## config.mk

```make
export PLATFORM = sky130hd
export DESIGN_NAME = pipeline_ctrl_flat
export DESIGN_NICKNAME = d
export VERILOG_FILES = /design/src/rtl/pipeline_ctrl_if.sv /design/src/rtl/pipeline_ctrl.sv /design/src/flat_wrapper.sv
export SDC_FILE = /design/constraint.sdc
export NUM_CORES = 1
export LEC_CHECK = 0
export BUFFER_PORTS_ARGS = -buffer_cell sky130_fd_sc_hd__buf_2
export CORE_MARGIN = 5
export CORE_UTILIZATION = 35
export DETAILED_ROUTE_END_ITERATION = 10
export GPL_TIMING_DRIVEN = 0
export SLEW_MARGIN = 20
export SYNTH_ARGS = -nofsm -noshare
export SYNTH_HDL_FRONTEND = slang
export SYNTH_SLANG_ARGS = --single-unit
```

## constraint.sdc

```tcl
create_clock -name cpu_clk -period 2.7 [get_ports cpu_clk]
set_input_delay 0.27 -clock cpu_clk [delete_from_list [all_inputs] [get_ports cpu_clk]]
set_output_delay 0.27 -clock cpu_clk [all_outputs]
set_load 0.005 [all_outputs]
```

## src/rtl/pipeline_ctrl_if.sv

```systemverilog
// rtl/pipeline_ctrl_if.sv - hazard inputs, bus handshake and stall/flush controls of pipeline_ctrl
interface pipeline_ctrl_if;
    logic        load_use;
    logic        ex_jump;
    logic        mem_req;
    logic        mem_ack;
    logic        bus_req;
    logic        pc_stall;
    logic        ifid_stall;
    logic        idex_stall;
    logic        exmem_stall;
    logic        ifid_flush;
    logic        idex_flush;
    logic        memwb_flush;
    logic        suspend_finish;
    logic        bus_timeout;
    logic [31:0] stall_cnt;

    modport master (
        output load_use, ex_jump, mem_req, mem_ack,
        input  bus_req, pc_stall, ifid_stall, idex_stall, exmem_stall,
        input  ifid_flush, idex_flush, memwb_flush, suspend_finish, bus_timeout, stall_cnt
    );

    modport slave (
        input  load_use, ex_jump, mem_req, mem_ack,
        output bus_req, pc_stall, ifid_stall, idex_stall, exmem_stall,
        output ifid_flush, idex_flush, memwb_flush, suspend_finish, bus_timeout, stall_cnt
    );
endinterface

```

## src/rtl/pipeline_ctrl.sv

```systemverilog
// rtl/pipeline_ctrl.sv - pipeline stall/flush controller with memory-suspend FSM
module pipeline_ctrl #(
    parameter int TIMEOUT = 256
) (
    input logic            cpu_clk,
    input logic            cpu_rst,
    pipeline_ctrl_if.slave ctl
);
    localparam int CW = $clog2(TIMEOUT);

    localparam logic [1:0] RUN  = 2'd0;
    localparam logic [1:0] WAIT = 2'd1;
    localparam logic [1:0] DONE = 2'd2;

    logic [1:0]    state;
    logic [1:0]    state_nxt;
    logic [CW-1:0] wait_cnt;
    logic [31:0]   stall_cnt_q;
    logic          timeout_flag;
    logic          timeout_hit;
    logic          frozen;

    logic bus_req;
    logic pc_stall;
    logic ifid_stall;
    logic idex_stall;
    logic exmem_stall;
    logic ifid_flush;
    logic idex_flush;
    logic memwb_flush;

    always_comb begin
        state_nxt   = state;
        frozen      = 1'b0;
        timeout_hit = 1'b0;
        case (state)
            RUN: begin
                if (ctl.mem_req) begin
                    frozen    = 1'b1;
                    state_nxt = WAIT;
                end
            end
            WAIT: begin
                frozen = 1'b1;
                // An ack on the last allowed cycle wins over the timeout.
                if (ctl.mem_ack) begin
                    state_nxt = DONE;
                end else if (wait_cnt == CW'(TIMEOUT - 1)) begin
                    state_nxt   = DONE;
                    timeout_hit = 1'b1;
                end
            end
            DONE:    state_nxt = RUN;
            default: state_nxt = RUN;
        endcase
    end

    always_comb begin
        bus_req     = 1'b0;
        pc_stall    = 1'b0;
        ifid_stall  = 1'b0;
        idex_stall  = 1'b0;
        exmem_stall = 1'b0;
        ifid_flush  = 1'b0;
        idex_flush  = 1'b0;
        memwb_flush = 1'b0;
        if (!cpu_rst) begin
            bus_req = frozen;
            // Hazards are left pending while frozen; the held stages re-present them on release.
            if (frozen) begin
                pc_stall    = 1'b1;
                ifid_stall  = 1'b1;
                idex_stall  = 1'b1;
                exmem_stall = 1'b1;
                memwb_flush = 1'b1;
            end else if (ctl.ex_jump) begin
                ifid_flush = 1'b1;
                idex_flush = 1'b1;
            end else if (ctl.load_use) begin
                pc_stall   = 1'b1;
                ifid_stall = 1'b1;
                idex_flush = 1'b1;
            end
        end
    end

    always_ff @(posedge cpu_clk) begin
        if (cpu_rst) begin
            state        <= RUN;
            wait_cnt     <= '0;
            timeout_flag <= 1'b0;
            stall_cnt_q  <= '0;
        end else begin
            state <= state_nxt;
            if (state != WAIT) begin
                wait_cnt <= '0;
            end else begin
                wait_cnt <= wait_cnt + CW'(1);
            end
            if (timeout_hit) begin
                timeout_flag <= 1'b1;
            end
            if (pc_stall && (stall_cnt_q != 32'hFFFF_FFFF)) begin
                stall_cnt_q <= stall_cnt_q + 32'd1;
            end
        end
    end

    assign ctl.bus_req        = bus_req;
    assign ctl.pc_stall       = pc_stall;
    assign ctl.ifid_stall     = ifid_stall;
    assign ctl.idex_stall     = idex_stall;
    assign ctl.exmem_stall    = exmem_stall;
    assign ctl.ifid_flush     = ifid_flush;
    assign ctl.idex_flush     = idex_flush;
    assign ctl.memwb_flush    = memwb_flush;
    assign ctl.suspend_finish = !cpu_rst && (state == DONE);
    assign ctl.bus_timeout    = !cpu_rst && timeout_flag;
    assign ctl.stall_cnt      = cpu_rst ? 32'd0 : stall_cnt_q;
endmodule

```

## src/flat_wrapper.sv

```systemverilog
// flat-port wrapper written by rule: the top's interface ports become plain ports
module pipeline_ctrl_flat 
#(
    parameter int TIMEOUT = 256
)
  (cpu_clk, cpu_rst, ctl_load_use, ctl_ex_jump, ctl_mem_req, ctl_mem_ack, ctl_bus_req, ctl_pc_stall, ctl_ifid_stall, ctl_idex_stall, ctl_exmem_stall, ctl_ifid_flush, ctl_idex_flush, ctl_memwb_flush, ctl_suspend_finish, ctl_bus_timeout, ctl_stall_cnt);
  pipeline_ctrl_if ctl_i ();
  input logic cpu_clk;
  input logic cpu_rst;
  input wire logic [$bits(ctl_i.load_use)-1:0] ctl_load_use;
  input wire logic [$bits(ctl_i.ex_jump)-1:0] ctl_ex_jump;
  input wire logic [$bits(ctl_i.mem_req)-1:0] ctl_mem_req;
  input wire logic [$bits(ctl_i.mem_ack)-1:0] ctl_mem_ack;
  output wire logic [$bits(ctl_i.bus_req)-1:0] ctl_bus_req;
  output wire logic [$bits(ctl_i.pc_stall)-1:0] ctl_pc_stall;
  output wire logic [$bits(ctl_i.ifid_stall)-1:0] ctl_ifid_stall;
  output wire logic [$bits(ctl_i.idex_stall)-1:0] ctl_idex_stall;
  output wire logic [$bits(ctl_i.exmem_stall)-1:0] ctl_exmem_stall;
  output wire logic [$bits(ctl_i.ifid_flush)-1:0] ctl_ifid_flush;
  output wire logic [$bits(ctl_i.idex_flush)-1:0] ctl_idex_flush;
  output wire logic [$bits(ctl_i.memwb_flush)-1:0] ctl_memwb_flush;
  output wire logic [$bits(ctl_i.suspend_finish)-1:0] ctl_suspend_finish;
  output wire logic [$bits(ctl_i.bus_timeout)-1:0] ctl_bus_timeout;
  output wire logic [$bits(ctl_i.stall_cnt)-1:0] ctl_stall_cnt;
  assign ctl_i.load_use = ctl_load_use;
  assign ctl_i.ex_jump = ctl_ex_jump;
  assign ctl_i.mem_req = ctl_mem_req;
  assign ctl_i.mem_ack = ctl_mem_ack;
  assign ctl_bus_req = ctl_i.bus_req;
  assign ctl_pc_stall = ctl_i.pc_stall;
  assign ctl_ifid_stall = ctl_i.ifid_stall;
  assign ctl_idex_stall = ctl_i.idex_stall;
  assign ctl_exmem_stall = ctl_i.exmem_stall;
  assign ctl_ifid_flush = ctl_i.ifid_flush;
  assign ctl_idex_flush = ctl_i.idex_flush;
  assign ctl_memwb_flush = ctl_i.memwb_flush;
  assign ctl_suspend_finish = ctl_i.suspend_finish;
  assign ctl_bus_timeout = ctl_i.bus_timeout;
  assign ctl_stall_cnt = ctl_i.stall_cnt;
  pipeline_ctrl #(.TIMEOUT(TIMEOUT)) u_core (.cpu_clk(cpu_clk), .cpu_rst(cpu_rst), .ctl(ctl_i));
endmodule
```

==> reports/metrics.json <==
{
  "synth.yosys.seq_area_share_pct": 37.7,
  "cp.arrival_ns": 2.58,
  "globalRouteTotalUtil_pct": 14.1,
  "cts_setup_buffers": 0,
  "rrSetupSlack_ns": 0.31,
  "first_iter_violations": 73,
  "core_area_um2": 6350,
  "p_leak_nw": 1.12,
  "ys_warn_count": 0,
  "final.setup.worst_slack_ns": 0.306,
  "portBuffers": 46,
  "finalCritPeriodShare_pct": 88.7,
  "firstDrtPassIters": 4,
  "reg2reg_to": "u_core.stall_cnt_q[26]",
  "cts_buffer_depth": 2,
  "flow.area_growth_from_synthesis_pct": 18.0,
  "grt_setup_unrepaired": "no",
  "setup.worst_path.end_class": "flip-flop",
  "clock_skew_ns": 0.00482,
  "power_per_cell_area_nw_per_um2": 425,
  "timing.setup.critical_path_class": "flip-flop to flip-flop",
  "grt_remaining_overflow": 0,
  "drc": 0,
  "relSlewSlack_pct": 61.2,
  "tightest_slew_ns": 0.583,
  "postSynthNetCount": 281,
  "die_h_um": 90.8,
  "finalSetupViolCount": 0,
  "layout.cells.most_common": "sky130_fd_sc_hd__buf_2",
  "grt_pass1_vias": 1979,
  "worst-path-max-fanout": 5,
  "synth.cell_area_um2": 2280,
  "holdPathStages": 2,
  "wl_per_cell_um": 14.1,
  "slew_violations": 0,
  "hold_viol": 0,
  "antenna_cells_inserted": 0,
  "grt_antenna_before_repair": 0,
  "cell_with_the_biggest_individual_delay_on_the_critical_path": "sky130_fd_sc_hd__or4_1",
  "row_count": 29,
  "drt-vias-per-instance": 5.15,
  "critical_path.cell_chain": "ha_1, nand4_2, or4_1, nor4_2, nand4_1, mux2_1",
  "holdCritStartpoint": "ctl_mem_ack",
  "hold_buffers": 0,
  "dp_hpwl_um": 4310,
  "p_total_mw": 1.15,
  "min_path_type": "input pin to flip-flop",
  "grt_max_degree": 14,
  "worst_path_largest_cell_delay_ns": 0.55,
  "final_weighted_congestion_in_routability_driven_placement": 0.815,
  "critical_path.startpoint_type": "flip-flop",
  "r2r_start": "u_core.stall_cnt_q[0]",
  "clock_buffer_count_from_cts": 5,
  "maxCapViolCount": 0,
  "post_cts_resize_count": 0,
  "synth.ff_latch_count": 43,
  "worst_min_delay_path_endpoint": "u_core.timeout_flag",
  "floorplan.die_area_um2": 8240,
  "setup_total_negative_slack_ns": 0,
  "max_freq_ghz": 0.418,
  "pre_cts_slack_ns": 0.319,
  "path_clk_slew_ns": 0.09,
  "wire_length_of_the_first_global_routing_pass_um": 9650,
  "clock_insertion_delay_worst_skew_ns": 0.29,
  "start_util_pct": 36.0,
  "detailroute.via_count": 2081,
  "post_layout_minimum_cycle_time_ns": 2.39,
  "library_cell_used_as_clock_root_buffer": "sky130_fd_sc_hd__clkbuf_8",
  "synthesis.instances": 273,
  "ir_drop_uv": 397,
  "cp_top_family": "simple AND/OR/NAND/NOR gates",
  "clock-sinks": 43,
  "nNetsFinal": 334,
  "cp_data_required_time_ns": 2.88,
  "horiz_die_dim_um": 90.8,
  "tritoncts_clock_tree": "yes",
  "ys_types": 39,
  "layout_common_cells": "sky130_fd_sc_hd__buf_2, sky130_fd_sc_hd__nor2_1, sky130_fd_sc_hd__dfxtp_1",
  "ff2ff_path_depth": 6,
  "status": "finished, final reports clean",
  "detail_route.wirelength_um": 5680,
  "floorplan.io_pins": 48,
  "clock_tree.htree_level_count": 2,
  "antenna_left": 0,
  "final_layout_size_suffix_gt1_share_pct": 27.2,
  "cp_num_buf_inv": 0,
  "postSynthAreaPerCell_um2": 8.36
}
## cells by family after synthesis
kind of cell / share of synthesized area (%)
AND/OR/NAND/NOR: 35.9
multiplexers: 12.8
buffers and inverters: 4.88
XOR/XNOR: 3.07
AO/OA/AOI/OAI: 4.55
adder cells (fa/ha/maj): 1.10
flip-flops: 37.7
## cell type report
type                       count  area (µm²)
clock buffer                   5        68.8
inverter                      12        45.0
timing repair buffer          46         230
fill                         662        3660
tap                           77        96.3
clock inverter                 3        15.0
sequential                    43         861
buffer                        13        66.3
multi-input combinational    205        1310
## where the power goes
group	total [mW]	internal, mW	switching, mW	leakage [nW]
clock network	0.407	0.178	0.230	0.0477
registers	0.651	0.642	0.00913	0.347
logic	0.0879	0.0359	0.0520	0.730
## sequential cells by signal, indices dropped and copies added, names as in the netlist
register and flops:
u_core.timeout_flag 1, u_core.wait_cnt 8, u_core.state 2, u_core.stall_cnt_q 32
## how the worst max path moves through the flow
stage,from,endpoint,slack [ns],cells past startpoint
after floorplan,u_core.stall_cnt_q[0],u_core.stall_cnt_q[26],0.57,6
after global placement,u_core.stall_cnt_q[0],u_core.stall_cnt_q[26],0.33,6
after detailed placement,u_core.stall_cnt_q[0],u_core.stall_cnt_q[19],0.32,7
after CTS,u_core.stall_cnt_q[0],u_core.stall_cnt_q[26],0.30,6
after global routing,u_core.stall_cnt_q[0],u_core.stall_cnt_q[19],0.15,7
final,u_core.stall_cnt_q[0],u_core.stall_cnt_q[26],0.31,6
## routing by layer
layer | part of all wire, % | vias to the layer above | track usage, %
met1 | 46 | 955 | 18.8
met4 | 0.70 | 0 | 2.93
met3 | 6.9 | 5 | 3.58
met2 | 46 | 60 | 22.9
li1 | - | 1061 | -
met5 | 0 | - | 0
## Yosys cell counts, drive strengths merged
cell type	instances	area, µm²
and4	1	8.76
or4	4	30.0
nor3	13	70.1
xnor2	5	43.8
nand3b	1	7.51
xor2	3	26.3
mux2i	1	10.0
o32ai	1	8.76
and3	8	50.1
ha	2	25.0
o21ai	3	15.0
and2	3	18.8
inv	12	45.0
a31oi	2	12.5
nand3	15	75.1
nor2b	23	144
nand2	10	37.5
nor4	7	50.1
or3	5	31.3
o21bai	1	7.51
nor3b	1	7.51
dfxtp	43	861
o21a	2	15.0
nand2b	1	6.26
a21o	1	7.51
nor2	44	165
o31ai	1	7.51
a21oi	4	20.0
a21bo	1	10.0
buf	7	43.8
nand4	17	119
mux2	25	282
clkbuf	6	22.5
## stage by stage
step | hold slack, ns | area (µm²) | util (%) | cells
after floorplan | 0.390 | 2280 | - | 273
after global placement | 0.431 | 2610 | 41.1 | 396
after detailed placement | 0.455 | 2610 | 41.1 | 396
after CTS | 0.182 | 2690 | 42.4 | 404
after global routing | 0.174 | 2690 | 42.4 | 404
final | 0.187 | 2690 | 42.4 | 404
Power figures use the tool's default switching activity.
